===== src/rtl/rv_issue_pkg.sv =====
// rv_issue_pkg: shared types for the RV32IM-subset issue queue.
// Holds opcode constants, the 4-bit ALU operation encoding, the dispatch
// class encoding, the decoded instruction record and the ALU funct3 mapping.
package rv_issue_pkg;

    localparam logic [6:0] OpcLoad   = 7'b0000011;
    localparam logic [6:0] OpcStore  = 7'b0100011;
    localparam logic [6:0] OpcOp     = 7'b0110011;
    localparam logic [6:0] OpcOpImm  = 7'b0010011;
    localparam logic [6:0] OpcBranch = 7'b1100011;
    localparam logic [6:0] OpcJal    = 7'b1101111;

    localparam logic [6:0] F7Base   = 7'b0000000;
    localparam logic [6:0] F7Alt    = 7'b0100000;
    localparam logic [6:0] F7Muldiv = 7'b0000001;

    typedef enum logic [3:0] {
        OpAdd  = 4'd0,
        OpSub  = 4'd1,
        OpAnd  = 4'd2,
        OpOr   = 4'd3,
        OpXor  = 4'd4,
        OpSlt  = 4'd5,
        OpMul  = 4'd6,
        OpDiv  = 4'd7,
        OpSll  = 4'd8,
        OpSrl  = 4'd9,
        OpSra  = 4'd10,
        OpSltu = 4'd11,
        OpMulh = 4'd12,
        OpDivu = 4'd13,
        OpRem  = 4'd14,
        OpRemu = 4'd15
    } alu_op_e;

    typedef enum logic [1:0] {
        ClassLoad   = 2'd0,
        ClassStore  = 2'd1,
        ClassAlu    = 2'd2,
        ClassMuldiv = 2'd3
    } class_e;

    typedef struct packed {
        class_e      cls;
        alu_op_e     op;
        logic [4:0]  rs1;
        logic [4:0]  rs2;
        logic [4:0]  rd;
        logic [31:0] imm;
        logic        use_imm;
        logic        is_branch;
        logic        legal;
    } decoded_t;

    // alt is instr[30]; it only matters for ADD/SUB and SRL/SRA.
    function automatic alu_op_e alu_op(input logic [2:0] funct3, input logic alt);
        case (funct3)
            3'b000:  return alt ? OpSub : OpAdd;
            3'b001:  return OpSll;
            3'b010:  return OpSlt;
            3'b011:  return OpSltu;
            3'b100:  return OpXor;
            3'b101:  return alt ? OpSra : OpSrl;
            3'b110:  return OpOr;
            default: return OpAnd;
        endcase
    endfunction

endpackage


===== src/rtl/rv_issue_decode.sv =====
// rv_issue_decode: purely combinational RV32IM-subset decoder.
// Ports:
//   instr - 32-bit instruction word
//   dec   - decoded record (class, op, register indices, 32-bit immediate,
//           use_imm, is_branch, legal)
module rv_issue_decode
    import rv_issue_pkg::*;
(
    input  logic [31:0] instr,
    output decoded_t    dec
);

    logic [6:0]  opcode;
    logic [6:0]  funct7;
    logic [2:0]  funct3;
    logic [31:0] imm_i;
    logic [31:0] imm_s;
    logic [31:0] imm_b;
    logic [31:0] imm_j;

    assign opcode = instr[6:0];
    assign funct7 = instr[31:25];
    assign funct3 = instr[14:12];
    assign imm_i  = {{20{instr[31]}}, instr[31:20]};
    assign imm_s  = {{20{instr[31]}}, instr[31:25], instr[11:7]};
    assign imm_b  = {{19{instr[31]}}, instr[31], instr[7], instr[30:25], instr[11:8], 1'b0};
    assign imm_j  = {{11{instr[31]}}, instr[31], instr[19:12], instr[20], instr[30:21], 1'b0};

    always_comb begin
        dec       = '0;
        dec.cls   = ClassAlu;
        dec.op    = OpAdd;
        dec.rs1   = instr[19:15];
        dec.rs2   = instr[24:20];
        dec.rd    = instr[11:7];
        case (opcode)
            OpcLoad: begin
                dec.cls     = ClassLoad;
                dec.imm     = imm_i;
                dec.use_imm = 1'b1;
                dec.legal   = 1'b1;
            end
            OpcStore: begin
                dec.cls   = ClassStore;
                dec.imm   = imm_s;
                dec.legal = 1'b1;
            end
            OpcOp: begin
                if (funct7 == F7Muldiv) begin
                    dec.cls   = ClassMuldiv;
                    dec.legal = 1'b1;
                    case (funct3)
                        3'b000:  dec.op = OpMul;
                        3'b001:  dec.op = OpMulh;
                        3'b100:  dec.op = OpDiv;
                        3'b101:  dec.op = OpDivu;
                        3'b110:  dec.op = OpRem;
                        3'b111:  dec.op = OpRemu;
                        default: dec.legal = 1'b0;
                    endcase
                end else if (funct7 == F7Base || funct7 == F7Alt) begin
                    dec.op    = alu_op(funct3, instr[30]);
                    dec.legal = 1'b1;
                end
            end
            OpcOpImm: begin
                // The immediate occupies funct7, so only shifts look at bit 30.
                dec.op      = alu_op(funct3, (funct3 == 3'b101) && instr[30]);
                dec.imm     = imm_i;
                dec.use_imm = 1'b1;
                dec.legal   = 1'b1;
            end
            OpcBranch: begin
                dec.op        = OpSub;
                dec.imm       = imm_b;
                dec.is_branch = 1'b1;
                dec.legal     = 1'b1;
            end
            OpcJal: begin
                dec.imm       = imm_j;
                dec.use_imm   = 1'b1;
                dec.is_branch = 1'b1;
                dec.legal     = 1'b1;
            end
            default: dec.legal = 1'b0;
        endcase
    end

endmodule


===== src/rtl/rv_issue_queue.sv =====
// rv_issue_queue: IQ_DEPTH-entry in-order instruction queue feeding the
// LOAD/STORE/ALU/MULDIV reservation stations. The head entry is decoded
// combinationally and held until its class reports ready.
// Ports:
//   clk, rst_n                  - clock, async active-low reset
//   in_valid/in_ready/in_instr/in_pc - fetch side enqueue
//   flush                       - synchronous clear (drops enqueue/dispatch)
//   disp_valid/disp_ready       - one-hot per-class dispatch handshake
//   disp_alu_op, disp_rs1/rs2/rd, disp_imm, disp_use_imm, disp_is_branch,
//   disp_pc                     - head payload
//   illegal                     - sticky, head is undecodable
//   occupancy                   - number of valid entries
// Optional: define RV_ISSUE_PERF_CNT_EN to add stall_cycles and
// issued_count performance counters (CNT_W wide, wrapping, flush-immune).
module rv_issue_queue
    import rv_issue_pkg::*;
#(
    parameter int unsigned XLEN     = 32,
    parameter int unsigned IQ_DEPTH = 4
`ifdef RV_ISSUE_PERF_CNT_EN
    ,
    parameter int unsigned CNT_W    = 32
`endif
) (
    input  logic                        clk,
    input  logic                        rst_n,
    input  logic                        in_valid,
    output logic                        in_ready,
    input  logic [31:0]                 in_instr,
    input  logic [XLEN-1:0]             in_pc,
    input  logic                        flush,
    output logic [3:0]                  disp_valid,
    input  logic [3:0]                  disp_ready,
    output logic [3:0]                  disp_alu_op,
    output logic [4:0]                  disp_rs1,
    output logic [4:0]                  disp_rs2,
    output logic [4:0]                  disp_rd,
    output logic [XLEN-1:0]             disp_imm,
    output logic                        disp_use_imm,
    output logic                        disp_is_branch,
    output logic [XLEN-1:0]             disp_pc,
    output logic                        illegal,
    output logic [$clog2(IQ_DEPTH):0]   occupancy
`ifdef RV_ISSUE_PERF_CNT_EN
    ,
    output logic [CNT_W-1:0]            stall_cycles,
    output logic [CNT_W-1:0]            issued_count
`endif
);

    localparam int unsigned PtrW    = $clog2(IQ_DEPTH);
    localparam logic [PtrW:0] CntFull = (PtrW+1)'(IQ_DEPTH);
    localparam logic [PtrW:0] CntOne  = (PtrW+1)'(1);
    localparam logic [PtrW-1:0] PtrOne = PtrW'(1);

    logic [31:0]     instr_mem [IQ_DEPTH];
    logic [XLEN-1:0] pc_mem    [IQ_DEPTH];

    logic [PtrW-1:0] rd_ptr_q, rd_ptr_d;
    logic [PtrW-1:0] wr_ptr_q, wr_ptr_d;
    logic [PtrW:0]   count_q, count_d;
    logic            illegal_q, illegal_d;

    logic     empty;
    logic     enq;
    logic     deq;
    decoded_t dec;

    rv_issue_decode u_decode (
        .instr (instr_mem[rd_ptr_q]),
        .dec   (dec)
    );

    assign empty    = (count_q == '0);
    assign in_ready = (count_q != CntFull);
    assign enq      = in_valid && in_ready && !flush;
    assign deq      = |(disp_valid & disp_ready) && !flush;

    // Also gated on legal so an undecodable head never requests dispatch in
    // the cycle before the sticky flag is set.
    assign disp_valid     = (!empty && !illegal_q && dec.legal) ? (4'b0001 << dec.cls) : 4'b0000;
    assign disp_alu_op    = dec.op;
    assign disp_rs1       = dec.rs1;
    assign disp_rs2       = dec.rs2;
    assign disp_rd        = dec.rd;
    assign disp_imm       = XLEN'($signed(dec.imm));
    assign disp_use_imm   = dec.use_imm;
    assign disp_is_branch = dec.is_branch;
    assign disp_pc        = pc_mem[rd_ptr_q];
    assign illegal        = illegal_q;
    assign occupancy      = count_q;

    always_ff @(posedge clk) begin
        if (enq) begin
            instr_mem[wr_ptr_q] <= in_instr;
            pc_mem[wr_ptr_q]    <= in_pc;
        end
    end

    always_comb begin
        rd_ptr_d  = rd_ptr_q;
        wr_ptr_d  = wr_ptr_q;
        count_d   = count_q;
        illegal_d = illegal_q;
        if (flush) begin
            rd_ptr_d  = '0;
            wr_ptr_d  = '0;
            count_d   = '0;
            illegal_d = 1'b0;
        end else begin
            if (enq) wr_ptr_d = wr_ptr_q + PtrOne;
            if (deq) rd_ptr_d = rd_ptr_q + PtrOne;
            if (enq && !deq) count_d = count_q + CntOne;
            if (!enq && deq) count_d = count_q - CntOne;
            if (!empty && !dec.legal) illegal_d = 1'b1;
        end
    end

    always_ff @(posedge clk or negedge rst_n) begin
        if (!rst_n) begin
            rd_ptr_q  <= '0;
            wr_ptr_q  <= '0;
            count_q   <= '0;
            illegal_q <= 1'b0;
        end else begin
            rd_ptr_q  <= rd_ptr_d;
            wr_ptr_q  <= wr_ptr_d;
            count_q   <= count_d;
            illegal_q <= illegal_d;
        end
    end

`ifdef RV_ISSUE_PERF_CNT_EN
    logic [CNT_W-1:0] stall_q;
    logic [CNT_W-1:0] issued_q;

    always_ff @(posedge clk or negedge rst_n) begin
        if (!rst_n) begin
            stall_q  <= '0;
            issued_q <= '0;
        end else begin
            if (|(disp_valid & ~disp_ready)) stall_q <= stall_q + CNT_W'(1);
            if (deq) issued_q <= issued_q + CNT_W'(1);
        end
    end

    assign stall_cycles = stall_q;
    assign issued_count = issued_q;
`endif

endmodule


===== config.mk =====
export PLATFORM = sky130hd
export DESIGN_NAME = rv_issue_queue
export DESIGN_NICKNAME = d
export VERILOG_FILES = /design/src/rtl/rv_issue_pkg.sv /design/src/rtl/rv_issue_decode.sv /design/src/rtl/rv_issue_queue.sv
export SDC_FILE = /design/constraint.sdc
export NUM_CORES = 1
export LEC_CHECK = 0
export ABC_AREA = 1
export BUFFER_PORTS_ARGS = -buffer_cell sky130_fd_sc_hd__buf_4
export CAP_MARGIN = 10
export CELL_PAD_IN_SITES_DETAIL_PLACEMENT = 0
export CELL_PAD_IN_SITES_GLOBAL_PLACEMENT = 1
export CORE_MARGIN = 4
export CORE_UTILIZATION = 41
export DETAILED_ROUTE_END_ITERATION = 8
export PLACE_DENSITY_LB_ADDON = 0.25
export SLEW_MARGIN = 20
export SYNTH_ARGS = -nofsm -noshare
export SYNTH_HDL_FRONTEND = slang
export SYNTH_SLANG_ARGS = --single-unit

===== constraint.sdc =====
create_clock -name clk -period 3.8 [get_ports clk]
set_input_delay 0.76 -clock clk [delete_from_list [all_inputs] [get_ports clk]]
set_output_delay 0.76 -clock clk [all_outputs]
set_load 0.02 [all_outputs]

==> impl_results.md <==
- Status: complete, no violations
- Final ANT Viol Nets: 0
- Post-Route WL: 25.2 mm
- Hold Crit Class: input port to async pin
- R2R Path Start: rd_ptr_q[0]
- DRT Pass-1 Iters: 5
- Worst Setup Path Type: register to output port
- CTS max path bufs: 3
- Cell row count: 59
- # H-tree levels: 1
- Req. time, crit path: about 3.0 ns
- CP max-delay cell: dfrtp_4
- TritonCTS Buffers: 27
- Cell area after layout: 0.0136 mm2
- Die height: 171 um
- Switching component of the power: 1.35 mW
- Number of max-cap violations: 0
- Vias: 7074
- Die Width: 171 um
- Post-synthesis sequential area ratio: 72.8%
- Reg2reg path depth: 22
- Critical Path AT: slightly below 3 ns
- Sequential share of power: 52.6%
- Async S/R FF share, synth: under 10%
- Starting DRT DRC Count: between 400 and 500
- Dpl ws: 0.406 ns
- DP Wirelength: roughly 15 mm
- Syn Nets: 952
- Core footprint: 0.0261 mm2
- Die area: 0.0291 mm2
- Layout net count: 1127
- Global-route wire length before repair: ~38 mm
- Pwr/cell area: 464 mW/mm2
- Worst clock skew: 0.00973 ns
- Worst path max stage delay: 0.51 ns
- Clk pwr share: approximately 40%
- Pwr Total: approximately 6.3 mW
- GRT overflow: 0
- Internal power: roughly 5.0 mW
- Worst Path Max Fanout: 8
- Hold buffers post-CTS: 0
- Area Growth Syn to Fin: 25.6%
- Synth Register Bits: roughly 260
- Final hold slack: 0.0543 ns
- Yosys cell types: 42
- Post-Place Cells: 1342
- Final worst slack: 0.137 ns
- CP Launch Type: register
- Vias in the first global route: 6771
- Tot GR Track Use: 16.5%
- Worst path cell trace: buf_12, buf_12, nand2_1, nand3_1, nand2_2, nand2_2, nor2_4, buf_4, nand2_2, nand2_4, nor2_4, nand2_4, nand2_4, nor4_4, buf_4
- Drt wl/cell: 17.9 um
- Final Core Density: 52.2%
- Synthesized cell area: 0.0108 mm2
- Initial antenna violation count: 0
- Crit path capture type: output port
- Via density: 5.03
- R2r setup slk: 0.58 ns
- Slew margin rel.: 55.7%
- Buffers on Ports: 165
- Final Max Slew Viols: 0
- Post-Syn Instances: 875
- Post-DP Area: about 0.012 mm2
- Fill count: between 2000 and 2500
- Starting Density: 41.6%
- Clock sink count: 264
- DRC violations left: 0
- Mean post-synth cell area: 12.4 um2
- Post-synth EDFFs: 256
- Min Tclk post-route: 3.66 ns
- Setup TNS: 0 ns
- IO Pins: between 150 and 200
- Clock Pin Slew Worst Setup and Hold Paths: 0.07 ns
- Fin. Hold Viols: 0
- Switching share of power: between 20% and 30%
- CTS tree: done
- Most common cell after layout, fill and taps aside: edfxtp_1
- Comb power frac: 7.4%
- Reg-to-reg endpoint: occupancy[2]
- Finished Layout Cells: 1405
- Yosys warning total: 0
- Clock latency on the worst-skew pair: 0.52 ns
- FMAX: 273 MHz
- Leak Pwr: 5.17 nW
- Maximum vdd drop: between 0.0003 and 0.0004 V
- Antenna cell count: 0
- Pin count of the biggest net entering global routing: 80
- Final setup vio count: 0
- Commonest cells after routing, fill and taps aside: edfxtp_1 (256), buf_4 (184), nand2_1 (134)
- Most used DFF post-synth: edfxtp_1
- CTS root buf: clkbuf_16
- Slew @ Worst Pin: 0.663 ns
- Period utilization: 96.4%
- Final GP Congestion: 0.829
- Share of post-route cells with drive strength above 1: 26.9%
cell usage after synthesis (all sizes together) (2+ instances only):
cell type / instances / area (um2)
a21oi: 8 / 51.3
a22oi: 2 / 15.0
a31oi: 3 / 18.8
a32o: 2 / 20.0
a32oi: 4 / 35.0
buf: 23 / 170
clkbuf: 29 / 109
dfrtp: 8 / 200
edfxtp: 256 / 7690
ha: 4 / 50.1
inv: 43 / 161
nand2: 156 / 633
nand3: 42 / 215
nand4: 6 / 37.5
nor2: 127 / 519
nor3: 4 / 20.0
o21ai: 103 / 519
o22ai: 43 / 269
flip-flops by register name (all words and copies together), names as in the netlist:
name	count
illegal	1
instr_mem	128
occupancy	3
pc_mem	128
rd_ptr_q	2
wr_ptr_q	2
logic make-up (layout without fill, tap and decap cells):
| group | after synthesis | count (layout) | share of synthesized area (%) |
|---|---|---|---|
| adder cells (fa/ha/maj) | 5 | 5 | 0.647 |
| XOR/XNOR | 1 | 1 | 0.0808 |
| AO/OA/AOI/OAI | 171 | 171 | 9.02 |
| flip-flops | 264 | 264 | 72.8 |
| buffers and inverters | 95 | 290 | 4.06 |
| AND/OR/NAND/NOR | 339 | 339 | 13.4 |
critical path, delay by kind of cell, from the launching register on:
family                 cells  cell delay, ns
buffers and inverters      4            0.62
flip-flops                 1            0.51
AND/OR/NAND/NOR           11            1.23
worst max-delay path by stage:
stage / start / to / slack, ns / cells past startpoint
final: rd_ptr_q[0] / disp_valid[0] / 0.14 / 15
after global routing: rd_ptr_q[0] / disp_valid[0] / -0.02 / 14
after CTS: rd_ptr_q[0] / disp_alu_op[1] / 0.001 / 12
after detailed placement: rd_ptr_q[0] / disp_valid[0] / 0.41 / 13
after global placement: rd_ptr_q[0] / disp_valid[0] / 0.39 / 13
after floorplan: occupancy[0] / instr_mem[0][0] / -0.60 / 6
layer usage:
metal,GRT usage (%),vias up,part of all wire (%)
met2,28.3,173,48
met1,21.8,3384,44
met4,4.38,0,1.9
li1,-,3481,-
met3,3.26,36,6.0
met5,0,-,0
repair_timing:
item | CTS | global route
buffers inserted | 0 | 10
pin swaps | 0 | 2
gates resized for setup | 3 | 35
gates cloned | 0 | 4
endpoints found under the setup margin | 3 | 15
power groups by stage:
stage / logic [mW] / clock network [mW] / registers (mW)
3_3_place_gp: 0.456 / 0 / 3.38
6_report: 0.465 / 2.53 / 3.32
3_5_place_dp: 0.458 / 0 / 3.39
2_1_floorplan: 0.216 / 0 / 3.40
4_1_cts: 0.460 / 2.58 / 3.32
5_1_grt: 0.513 / 2.72 / 3.33
area by class of cell:
cell class	instances	area (um2)	share of cell area [%]
Sequential cell	264	7890	58.0
Multi-Input combinational cell	516	2630	19.3
Timing Repair Buffer	196	1610	11.8
Clock buffer	31	691	5.07
Tap cell	335	419	3.08
Inverter	43	186	1.37
Clock inverter	18	164	1.20
Timing Repair inverter	2	17.5	0.129
Power figures use the tool's default switching activity.
